File: src/rtl/sobel_frame_ctrl.sv
// Frame/line sequencer for a camera-fed Sobel datapath: pixel coordinates, frame-stable enable,
// interior-pixel mask aligned to the datapath latency. Optional counters under SOBEL_FRAME_STATS_EN.
module sobel_frame_ctrl #(
  parameter int IMG_WIDTH  = 640,
  parameter int IMG_HEIGHT = 480,
  parameter int PIPE_DEPTH = 4
) (
  input  logic       clk,
  input  logic       rst,
  input  logic       vsync_in,
  input  logic       href_in,
  input  logic       mode_req,
  output logic       dp_vsync,
  output logic       dp_href,
  output logic       sobel_enable,
  output logic [9:0] row,
  output logic [9:0] col,
  output logic       out_mask,
  output logic       frame_done,
  output logic       line_err
`ifdef SOBEL_FRAME_STATS_EN
  ,
  output logic [15:0] frame_count,
  output logic [15:0] err_count
`endif
);

  localparam logic [2:0] IDLE    = 3'd0;
  localparam logic [2:0] SYNC    = 3'd1;
  localparam logic [2:0] ACTIVE  = 3'd2;
  localparam logic [2:0] HBLANK  = 3'd3;
  localparam logic [2:0] OVERRUN = 3'd4;

  localparam logic [9:0] COL_LAST = 10'(IMG_WIDTH - 1);
  localparam logic [9:0] ROW_LAST = 10'(IMG_HEIGHT - 1);

  logic [2:0]          state_r, state_nx_s;
  logic [9:0]          row_r, row_nx_s;
  logic [9:0]          col_r, col_nx_s;
  logic                line_err_r, err_nx_s;
  logic                dp_vsync_r, dp_href_r, sobel_en_r, frame_done_r;
  logic [PIPE_DEPTH:0] mask_sr_r;
  logic                vsync_rise_s, accept_s, last_pix_s, mask_in_s;

  // Next-state, coordinate and error-flag decode; vsync rise overrides everything.
  always_comb begin
    vsync_rise_s = vsync_in & ~dp_vsync_r;
    state_nx_s   = state_r;
    row_nx_s     = row_r;
    col_nx_s     = col_r;
    err_nx_s     = line_err_r;
    accept_s     = 1'b0;
    if (vsync_rise_s) begin
      state_nx_s = SYNC;
      row_nx_s   = 10'd0;
      col_nx_s   = 10'd0;
      err_nx_s   = 1'b0;
    end else begin
      case (state_r)
        IDLE: begin
          if (href_in) begin
            state_nx_s = OVERRUN;
            err_nx_s   = 1'b1;
          end else begin
            state_nx_s = IDLE;
          end
        end
        SYNC: begin
          if (href_in && !vsync_in) begin
            state_nx_s = ACTIVE;
            accept_s   = 1'b1;
          end else begin
            state_nx_s = SYNC;
          end
        end
        ACTIVE: begin
          if (href_in) begin
            accept_s = 1'b1;
          end else if (col_r != 10'd0) begin
            // Short line: flag it and move on to the next row so the frame stays usable.
            err_nx_s = 1'b1;
            col_nx_s = 10'd0;
            if (row_r == ROW_LAST) begin
              state_nx_s = IDLE;
            end else begin
              state_nx_s = HBLANK;
              row_nx_s   = row_r + 10'd1;
            end
          end else begin
            state_nx_s = HBLANK;
          end
        end
        HBLANK: begin
          if (href_in) begin
            state_nx_s = ACTIVE;
            accept_s   = 1'b1;
          end else begin
            state_nx_s = HBLANK;
          end
        end
        OVERRUN: state_nx_s = OVERRUN;
        default: state_nx_s = IDLE;
      endcase
      if (accept_s) begin
        if (col_r == COL_LAST) begin
          col_nx_s = 10'd0;
          if (row_r == ROW_LAST) begin
            state_nx_s = IDLE;
          end else begin
            row_nx_s = row_r + 10'd1;
          end
        end else begin
          col_nx_s = col_r + 10'd1;
        end
      end else begin
        col_nx_s = col_nx_s;
      end
    end
    last_pix_s = accept_s && (row_r == ROW_LAST) && (col_r == COL_LAST);
    mask_in_s  = accept_s && (row_r >= 10'd2) && (col_r >= 10'd1);
  end

  // State, coordinates, datapath syncs and the mask delay line.
  always_ff @(posedge clk) begin
    if (rst) begin
      state_r      <= IDLE;
      row_r        <= 10'd0;
      col_r        <= 10'd0;
      line_err_r   <= 1'b0;
      dp_vsync_r   <= 1'b0;
      dp_href_r    <= 1'b0;
      sobel_en_r   <= 1'b1;
      frame_done_r <= 1'b0;
      mask_sr_r    <= '0;
    end else begin
      state_r      <= state_nx_s;
      row_r        <= row_nx_s;
      col_r        <= col_nx_s;
      line_err_r   <= err_nx_s;
      dp_vsync_r   <= vsync_in;
      dp_href_r    <= href_in && (state_r != IDLE) && (state_r != OVERRUN);
      sobel_en_r   <= vsync_rise_s ? mode_req : sobel_en_r;
      frame_done_r <= last_pix_s;
      // Stage 0 lines up with dp_href; the tap PIPE_DEPTH stages later matches the datapath output.
      mask_sr_r    <= {mask_sr_r[PIPE_DEPTH-1:0], mask_in_s};
    end
  end

  assign dp_vsync     = dp_vsync_r;
  assign dp_href      = dp_href_r;
  assign sobel_enable = sobel_en_r;
  assign row          = row_r;
  assign col          = col_r;
  assign out_mask     = mask_sr_r[PIPE_DEPTH];
  assign frame_done   = frame_done_r;
  assign line_err     = line_err_r;

`ifdef SOBEL_FRAME_STATS_EN
  logic        line_err_q_r;
  logic [15:0] frame_cnt_r, err_cnt_r;

  // Frame counter wraps; error counter counts line_err rising edges and saturates.
  always_ff @(posedge clk) begin
    if (rst) begin
      line_err_q_r <= 1'b0;
      frame_cnt_r  <= 16'd0;
      err_cnt_r    <= 16'd0;
    end else begin
      line_err_q_r <= line_err_r;
      frame_cnt_r  <= frame_done_r ? (frame_cnt_r + 16'd1) : frame_cnt_r;
      if (line_err_r && !line_err_q_r && (err_cnt_r != 16'hFFFF)) begin
        err_cnt_r <= err_cnt_r + 16'd1;
      end else begin
        err_cnt_r <= err_cnt_r;
      end
    end
  end

  assign frame_count = frame_cnt_r;
  assign err_count   = err_cnt_r;
`endif

endmodule

File: config.mk
export PLATFORM = sky130hd
export DESIGN_NAME = sobel_frame_ctrl
export DESIGN_NICKNAME = d
export VERILOG_FILES = /design/src/rtl/sobel_frame_ctrl.sv
export SDC_FILE = /design/constraint.sdc
export NUM_CORES = 1
export LEC_CHECK = 0
export BUFFER_PORTS_ARGS = -buffer_cell sky130_fd_sc_hd__buf_4
export CORE_MARGIN = 5
export CORE_UTILIZATION = 49
export DETAILED_ROUTE_END_ITERATION = 10
export PLACE_DENSITY = 0.8
export SETUP_SLACK_MARGIN = 0.5
export SYNTH_ARGS = -nofsm -noshare
export SYNTH_HDL_FRONTEND = slang
export SYNTH_SLANG_ARGS = --single-unit
File: constraint.sdc
create_clock -name clk -period 3.27 [get_ports clk]
set_input_delay 0.327 -clock clk [delete_from_list [all_inputs] [get_ports clk]]
set_output_delay 0.327 -clock clk [all_outputs]
set_load 0.01 [all_outputs]
==> impl_metrics.py <==
metrics = {
    "sta": {
        "max_freq_ghz": 0.448,
        "hold_viol_final": 0,
        "fin_crit_sh_pct": 68.2,
        "grt_setup_unrepaired": "no",
        "hold_slack_ps": 190,
        "setup_tns_ps": 0,
        "slew_viol_final": 0,
        "worstMarginPinSlew_ps": 595,
        "finalClockSkew_ps": 9.65,
        "finalSetupViolations": 0,
        "relSlewSlack_pct": 60.0,
        "fin_crit_ps": 2230,
    },
    "drt": {
        "totalWireLength_mm": 3.64,
        "drc": 0,
        "dr.pass1.iters": 4,
        "vias_per_cell": 5.67,
        "wl_per_cell_um": 13.4,
        "final_antenna_net_count": 0,
        "first_iter_violations": 112,
        "via_count": 1543,
    },
    "global_route": {
        "grt_first_pass_wirelength_mm": 6.17,
        "grt_antenna_before_repair": 0,
        "grt_usage_pct": 17.5,
        "overflow": 0,
        "grt_max_degree": 19,
        "grt_pass1_vias": 1382,
    },
    "cts": {
        "path_clk_slew_ps": 110,
        "post_cts_buffers": 0,
        "numClockSinks": 33,
        "hold_buffers": 0,
        "post_cts_resized": 0,
        "clock-root-buffer": "clkbuf_4",
        "numCtsBuffers": 5,
        "clock_latency_ps": 340,
        "clockBufferDepth": 2,
        "htreeDepth": 2,
        "cts_tree": "yes",
    },
    "critical_path": {
        "crit_type": "flip-flop to flip-flop",
        "slowest_delay_ps": 520,
        "critPathMaxFanout": 16,
        "critPathCaptureType": "flip-flop",
        "slowest_stage": "or4_1",
        "critPathArrivalTime_ps": 2510,
        "crit_required_ps": 3550,
        "cp-start-kind": "flip-flop",
        "crit_chain": "ha_1 -> and3_1 -> and4_1 -> a21oi_2 -> or4_1 -> a21oi_1",
    },
    "finish": {
        "final_nets": 235,
        "area_growth_pct": 18.6,
        "n_antenna_cell": 0,
        "fill_cells": 298,
        "final_cell_mix": "dfxtp_1, buf_4, nor2_1",
        "stdcell_area_um2": 1950,
        "fin_util_pct": 59.3,
        "layout_commonest_cell": "dfxtp_1",
        "drive_gt1_share_pct": 19.5,
    },
    "logic_synthesis": {
        "synth_cells": 195,
        "synth_area_leaders": "dfxtp_1, nor2b_1, a21oi_1",
        "ys_warn_count": 0,
        "syn_area_um2": 1640,
        "yosysTopAreaCell": "dfxtp_1",
        "synth_edf_count": 0,
        "ys_ff_latch": 33,
        "synthFlopType": "dfxtp_1",
        "synth_top_area_share_pct": 40.2,
        "synthArstFlopShare_pct": 0,
        "seq_area_frac_synth_pct": 40.2,
        "ys_types": 44,
        "syn_nets": 205,
        "avgSynthCellArea_um2": 8.42,
    },
    "place": {
        "portBuffers": 30,
        "gp_congestion": 0.855,
        "dpl.hpwl_mm": 2.52,
        "place_area_um2": 1900,
    },
    "pwr": {
        "finalPower_w": 0.000672,
        "p_sw_share_pct": 24.7,
        "ir_drop_v": 0.000140,
        "p_clk_share_pct": 32.5,
        "pwr-share-comb_pct": 6.3,
        "power.internal_w": 0.000506,
        "seqPwrFrac_pct": 61.2,
        "leakagePower_nw": 0.728,
        "powerDensity_nw_per_um2": 345,
        "switching_power_w": 0.000166,
    },
    "die": {
        "die_area_um2": 4610,
        "ios": 31,
        "rows": 21,
        "die_w_um": 67.9,
        "core_area_um2": 3280,
        "initial_core_util_pct": 50.0,
        "die_h_um": 67.9,
    },
    "worst_hold_path": {
        "hp-class": "primary input to flip-flop",
    },
    "outcome": {
        "status": "finished, final reports clean",
    },
    "flow_run": {
        "cap_violations": 0,
    },
}
## critical path: cells and delay by family (launching register included)
kind	cells	cell delay (ps)
flops	1	440
compound gates	2	380
fa+ha+maj	1	230
simple gates	3	1110
## cell type report
| cell class | instances | area (um2) | share of cell area (%) |
|---|---|---|---|
| well taps | 46 | 57.6 | 2.96 |
| inverters | 5 | 18.8 | 0.964 |
| repair buffers | 30 | 225 | 11.6 |
| flip-flops and latches | 33 | 661 | 33.9 |
| multi-input cells | 150 | 933 | 47.9 |
| clock buffers | 6 | 41.3 | 2.12 |
| clock inverters | 2 | 10.0 | 0.514 |
## worst paths after layout
path | startpoint | endpoint | slack (ps) | cells after the start
worst min-delay path | mode_req | sobel_enable | 190 | 2
worst min register to register | mask_sr_r[0] | mask_sr_r[1] | 440 | 1
worst max-delay path | col[0] | row[3] | 1040 | 6
worst max register to register | col[0] | row[3] | 1040 | 6
## routing by layer
metal  part of all wire, %  up-vias  GRT usage (%)  wire [um]
met5                     0        -              0          0
met4                   2.0        0           6.70         71
met3                   4.7        8           5.42        172
met2                    47       32           28.2       1730
met1                    46      725           21.9       1670
li1                      -      778              -          -
## sequential cells by signal, summed over array words and instances, names as in the netlist
name,flops
line_err,1
state_r,3
frame_done,1
dp_vsync,1
sobel_enable,1
dp_href,1
mask_sr_r,5
col,10
row,10
## power by group through the flow
stage                      logic, W  registers [W]  clock network, W
final                     0.0000422       0.000411          0.000218
after global routing      0.0000480       0.000412          0.000246
after CTS                 0.0000428       0.000411          0.000228
after detailed placement  0.0000424       0.000421                 0
after global placement    0.0000428       0.000421                 0
after floorplan           0.0000263       0.000421                 0
## cells by family (layout without fill, tap and decap cells)
kind of cell             Yosys count  count (layout)  share of synthesized area [%]
XOR/XNOR                           2               2                           1.07
multiplexers                       2               2                           1.30
buffers and inverters             12              43                           2.90
AND/OR/NAND/NOR                   90              90                           30.6
AO/OA/AOI/OAI                     51              51                           20.0
adder cells (fa/ha/maj)            5               5                           3.81
flip-flops                        33              33                           40.2
## Yosys cell counts, types with 4 or more instances
cell and n:
inv_1 5, o21ai_1 5, o21ai_0 11, a21oi_1 13
nor2b_1 11, clkbuf_1 4, nor3_1 7, nor2_1 16
or3_1 6, dfxtp_1 33, nand3_1 13, nand2_1 12
ha_1 5
## stage by stage
stage | worst slack [ps] | instances
finish | 1040 | 272
detailed placement | 1080 | 264
global placement | 1130 | 264
floorplan | 1350 | 195
global route | 890 | 272
CTS | 1030 | 272
Note: power is estimated with default switching activity, not from simulation.
